File: config.mk
export PLATFORM = sky130hd
export DESIGN_NAME = vga_timing_gen
export DESIGN_NICKNAME = d
export VERILOG_FILES = /design/src/rtl/vga_timing_gen.sv
export SDC_FILE = /design/constraint.sdc
export NUM_CORES = 1
export LEC_CHECK = 0
export BUFFER_PORTS_ARGS = -buffer_cell sky130_fd_sc_hd__buf_4
export CAP_MARGIN = 20
export CORE_UTILIZATION = 35
export DETAILED_ROUTE_END_ITERATION = 10
export SLEW_MARGIN = 0
export SYNTH_ARGS = -nofsm -noshare
export SYNTH_HDL_FRONTEND = slang
export SYNTH_SLANG_ARGS = --single-unit
File: constraint.sdc
create_clock -name clk_i -period 2.36 [get_ports clk_i]
set_input_delay 0.236 -clock clk_i [delete_from_list [all_inputs] [get_ports clk_i]]
set_output_delay 0.236 -clock clk_i [all_outputs]
set_load 0.05 [all_outputs]
File: src/rtl/vga_timing_gen.sv
// vga_timing_gen: VGA 640x480@60 timing generator that reads a 320x240 framebuffer with 2x replication
// and aligns the returned pixel with sync/de through a fixed 3-clock pipeline.
module vga_timing_gen #(
  parameter int   H_ACTIVE = 640,
  parameter int   H_FP     = 16,
  parameter int   H_SYNC   = 96,
  parameter int   H_BP     = 48,
  parameter int   V_ACTIVE = 480,
  parameter int   V_FP     = 10,
  parameter int   V_SYNC   = 2,
  parameter int   V_BP     = 33,
  parameter logic SYNC_POL = 1'b0
) (
  input  logic        clk_i,
  input  logic        rst_i,
  output logic [16:0] fb_addr_o,
  output logic        fb_rd_o,
  input  logic [11:0] pix_i,
  input  logic        blank_i,
  output logic        hsync_o,
  output logic        vsync_o,
  output logic        de_o,
  output logic [11:0] rgb_o,
  output logic        frame_start_o
);
  localparam logic [9:0] H_ACT  = 10'(H_ACTIVE);
  localparam logic [9:0] H_SS   = 10'(H_ACTIVE + H_FP);
  localparam logic [9:0] H_SE   = 10'(H_ACTIVE + H_FP + H_SYNC);
  localparam logic [9:0] H_LAST = 10'(H_ACTIVE + H_FP + H_SYNC + H_BP - 1);
  localparam logic [9:0] V_ACT  = 10'(V_ACTIVE);
  localparam logic [9:0] V_SS   = 10'(V_ACTIVE + V_FP);
  localparam logic [9:0] V_SE   = 10'(V_ACTIVE + V_FP + V_SYNC);
  localparam logic [9:0] V_LAST = 10'(V_ACTIVE + V_FP + V_SYNC + V_BP - 1);
  logic [9:0]  h_q, v_q, h_d, v_d;
  logic        act_d, hs_d, vs_d, fs_d;
  logic [16:0] addr_d;
  logic        hs1_q, vs1_q, de1_q, fs1_q;
  logic        hs2_q, vs2_q, de2_q, fs2_q;
  always_comb begin
    h_d    = (h_q == H_LAST) ? 10'd0 : h_q + 10'd1;
    v_d    = (h_q != H_LAST) ? v_q : (v_q == V_LAST) ? 10'd0 : v_q + 10'd1;
    act_d  = (h_q < H_ACT) && (v_q < V_ACT);
    hs_d   = (h_q >= H_SS) && (h_q < H_SE);
    vs_d   = (v_q >= V_SS) && (v_q < V_SE);
    fs_d   = (h_q == 10'd0) && (v_q == 10'd0);
    // y*320 + x as shift-add; halving both counters gives the 2x replication
    addr_d = {v_q[9:1], 8'd0} + {2'd0, v_q[9:1], 6'd0} + {8'd0, h_q[9:1]};
  end
  always_ff @(posedge clk_i) begin
    if (rst_i) begin
      h_q           <= '0;
      v_q           <= '0;
      fb_addr_o     <= '0;
      fb_rd_o       <= 1'b0;
      {hs1_q, vs1_q, de1_q, fs1_q} <= '0;
      {hs2_q, vs2_q, de2_q, fs2_q} <= '0;
      hsync_o       <= ~SYNC_POL;
      vsync_o       <= ~SYNC_POL;
      de_o          <= 1'b0;
      rgb_o         <= '0;
      frame_start_o <= 1'b0;
    end else begin
      h_q           <= h_d;
      v_q           <= v_d;
      fb_addr_o     <= act_d ? addr_d : 17'd0;
      fb_rd_o       <= act_d;
      {hs1_q, vs1_q, de1_q, fs1_q} <= {hs_d, vs_d, act_d, fs_d};
      {hs2_q, vs2_q, de2_q, fs2_q} <= {hs1_q, vs1_q, de1_q, fs1_q};
      hsync_o       <= hs2_q ? SYNC_POL : ~SYNC_POL;
      vsync_o       <= vs2_q ? SYNC_POL : ~SYNC_POL;
      de_o          <= de2_q;
      rgb_o         <= (de2_q && !blank_i) ? pix_i : 12'd0;
      frame_start_o <= fs2_q;
    end
  end
endmodule

==> insert_results.sql <==
INSERT INTO impl_metrics (metric_group, metric, value, unit) VALUES
('synthesis', 'synthDominantCellAreaShare', '47.3', '%'),
('grt', 'grt_pass1_vias', '1842', ''),
('critical_path', 'critPathRequiredTime', '2.63', 'ns'),
('floorplan', 'floorplan.die.height', '87.9', 'um'),
('timing', 'setup_viol_count_final', '0', ''),
('place', 'detailed_place_hpwl', '3800', 'um'),
('detailed_routing', 'number_of_iterations_in_the_first_detailed_routing_pass', '4', ''),
('power_and_ir_drop', 'powerDensity', '625', 'nW/um^2'),
('synthesis', 'synth_most_common_cell', 'dfxtp_1', ''),
('run_status', 'run_status', 'finished, final reports clean', ''),
('cts', 'clock_tree.buffer_depth', '2', ''),
('synthesis', 'netlist_instances', '270', ''),
('synthesis', 'synth-warning-count', '0', ''),
('grt', 'antenna_found_initial', '0', ''),
('timing', 'timing_worst_slew_pin_value', '0.596', 'ns'),
('power_and_ir_drop', 'peak_supply_drop', '0.231', 'mV'),
('cts', 'ctsRootBufferMaster', 'clkbuf_8', ''),
('timing', 'max-slew-margin-rel', '60.2', '%'),
('layout', 'antenna_cells_inserted', '0', ''),
('cts', 'cts_inserted_buffers', '9', ''),
('floorplan', 'die_w', '87.9', 'um'),
('min_path', 'hp-class', 'in2reg', ''),
('synthesis', 'post_synth_most_frequent_cells', '61 x dfxtp_1, 21 x ha_1, 19 x and2_1', ''),
('layout', 'final-seq-area', '1220', 'sq um'),
('grt', 'grt_start_max_net_pins', '25', ''),
('layout', 'final_design_area_no_fill', '3330', 'sq um'),
('synthesis', 'ys_async_sr_fraction', '0', '%'),
('synthesis', 'synth_enable_flop_cells', '0', ''),
('timing', 'hold-worst-slack', '0.0964', 'ns'),
('grt', 'grt_usage', '14.9', '%'),
('timing', 'rsz0062_at_grt', 'false', ''),
('synthesis', 'netlist.top_cell.by_area', 'dfxtp_1', ''),
('synthesis', 'synthesis.area', '2580', 'sq um'),
('timing', 'layout_worst_path_cycle_share', '95.5', '%'),
('timing', 'max_clock_freq', '444', 'MHz'),
('cts', 'cts_tree', 'done', ''),
('run', 'max_cap_viol_count', '0', ''),
('floorplan', 'fp.dieArea', '7730', 'sq um'),
('timing', 'timing.clock.skew', '0.00669', 'ns'),
('critical_path', 'cp_data_arrival_time', '2.53', 'ns'),
('layout', 'combined_area_of_the_multi_input_logic_cells', '1290', 'sq um'),
('place', 'gp_congestion', '0.838', ''),
('critical_path', 'register_to_register_setup_slack', '0.11', 'ns'),
('grt', 'global_route_wire_length_before_repair', '8570', 'um'),
('synthesis', 'synth_seq_cells', '61', ''),
('timing', 'final.setup.worst_slack', '0.107', 'ns'),
('layout', 'nets', '371', ''),
('cts', 'worstSkewPairLatency', '0.34', 'ns'),
('power_and_ir_drop', 'leakage', '1.49', 'nW'),
('synthesis', 'ys_types', '34', ''),
('cts', 'cts.sinks', '61', ''),
('place', 'port_buffers', '48', ''),
('detailed_routing', 'detailedRoute.firstIterationViolations', '85', ''),
('power_and_ir_drop', 'design_power_total', '2.08', 'mW'),
('timing', 'final_hold_viols', '0', ''),
('detailed_routing', 'detail_route.wirelength', '5240', 'um'),
('timing', 'maxSlewViolCount', '0', ''),
('cts', 'clk_pin_slew', '0.07', 'ns'),
('timing', 'finalSetupTns', '0', 'ns'),
('cts', 'postCtsSetupBuffers', '0', ''),
('synthesis', 'synth.yosys.seq_area_share', '47.3', '%'),
('synthesis', 'synth.net_count', '308', ''),
('place', 'detailed_place.area', '3120', 'sq um'),
('critical_path', 'startpoint_type', 'register', ''),
('floorplan', 'core.rowCount', '30', ''),
('synthesis', 'synth-main-ff-cell', 'dfxtp_1', ''),
('place', 'place_ws', '0.0422', 'ns'),
('timing', 'layout_min_cycle_time', '2.25', 'ns'),
('synthesis', 'synth_area_per_cell', '9.56', 'sq um'),
('floorplan', 'fp.coreArea', '6940', 'sq um'),
('cts', 'htreeDepth', '3', '');
==> state kept, by name, summed over array words and instances, names as in the netlist <==
signal,cells
hsync_o,1
de_o,1
frame_start_o,1
vs1_q,1
vsync_o,1
hs1_q,1
hs2_q,1
rgb_o,12
v_q,10
h_q,10
fb_addr_o,17
de1_q,1
de2_q,1
vs2_q,1
fs2_q,1
fs1_q,1
==> worst max-delay path: stages, from the launching register on <==
cell and delay, ns:
dfxtp_1 0.33, fa_1 0.53, fa_1 0.45, a211oi_1 0.26
nor2_1 0.12, a221oi_2 0.30, mux2i_1 0.20
==> layout make-up <==
type                       count  area share [%]
multi-input combinational    188            38.8
sequential                    61            36.7
timing repair buffer          60            13.5
clock buffer                   9            3.72
tap                           96            3.61
clock inverter                 7            2.22
inverter                      13            1.47
==> logic make-up (layout without fill, tap and decap cells) <==
logic type	after synthesis	count (layout)	share of synthesized area, %
and+or+nand+nor	115	115	24.4
DFF	61	61	47.3
AOI/OAI and AO/OA	34	34	7.85
adders and majority gates	23	23	11.7
buffers and inverters	21	89	3.15
xor gates and xnor gates	13	13	4.41
muxes	3	3	1.16
==> layout by cell type, fill, tap and decap left out, types with 3 or more instances in the layout <==
master | Yosys | routed
a21o_1 | 3 | 3
a21oi_1 | 11 | 11
and2_1 | 19 | 19
and3_1 | 3 | 3
buf_4 | 0 | 60
clkbuf_8 | 0 | 9
dfxtp_1 | 61 | 61
ha_1 | 21 | 21
inv_1 | 13 | 13
mux2i_1 | 3 | 3
nand2_1 | 13 | 13
nand2b_1 | 7 | 7
nand3_1 | 14 | 14
nand4_1 | 3 | 3
nor2_1 | 14 | 14
nor2b_1 | 8 | 8
nor3_1 | 15 | 15
nor4_1 | 5 | 5
o21ai_0 | 11 | 11
or3_1 | 5 | 5
or4_1 | 5 | 5
xnor2_1 | 10 | 10
xor2_1 | 3 | 3
==> final timing paths <==
kind,depth (start not counted),start,endpoint
worst max-delay path,6,h_q[9],fb_addr_o[15]
worst min-delay path,2,pix_i[1],rgb_o[1]
worst max register to register,6,h_q[9],fb_addr_o[15]
worst min register to register,1,hs2_q,hsync_o
==> repair_timing <==
action,4_1_cts,5_1_grt
hold buffers,0,0
gates resized for setup,0,2
endpoints found under the hold margin,0,0
setup endpoints to repair,0,2
==> power breakdown <==
part	switching [mW]	leakage [nW]	internal, mW
registers	0.00826	0.494	1.04
clock network	0.434	0.100	0.492
logic	0.0577	0.893	0.0420
==> per-layer routing <==
layer	GRT usage (%)	part of all wire [%]	wire (um)
met5	0	0	0
met2	22.6	43	2260
met1	18.6	48	2500
met3	3.68	6.9	362
met4	10.1	2.3	119
==> through the flow <==
stage | std cells | util, %
after global routing | 434 | 47.9
after floorplan | 270 | -
after global placement | 418 | 44.9
after detailed placement | 418 | 44.9
after CTS | 434 | 47.8
final | 434 | 47.9
Power figures use the tool's default switching activity.
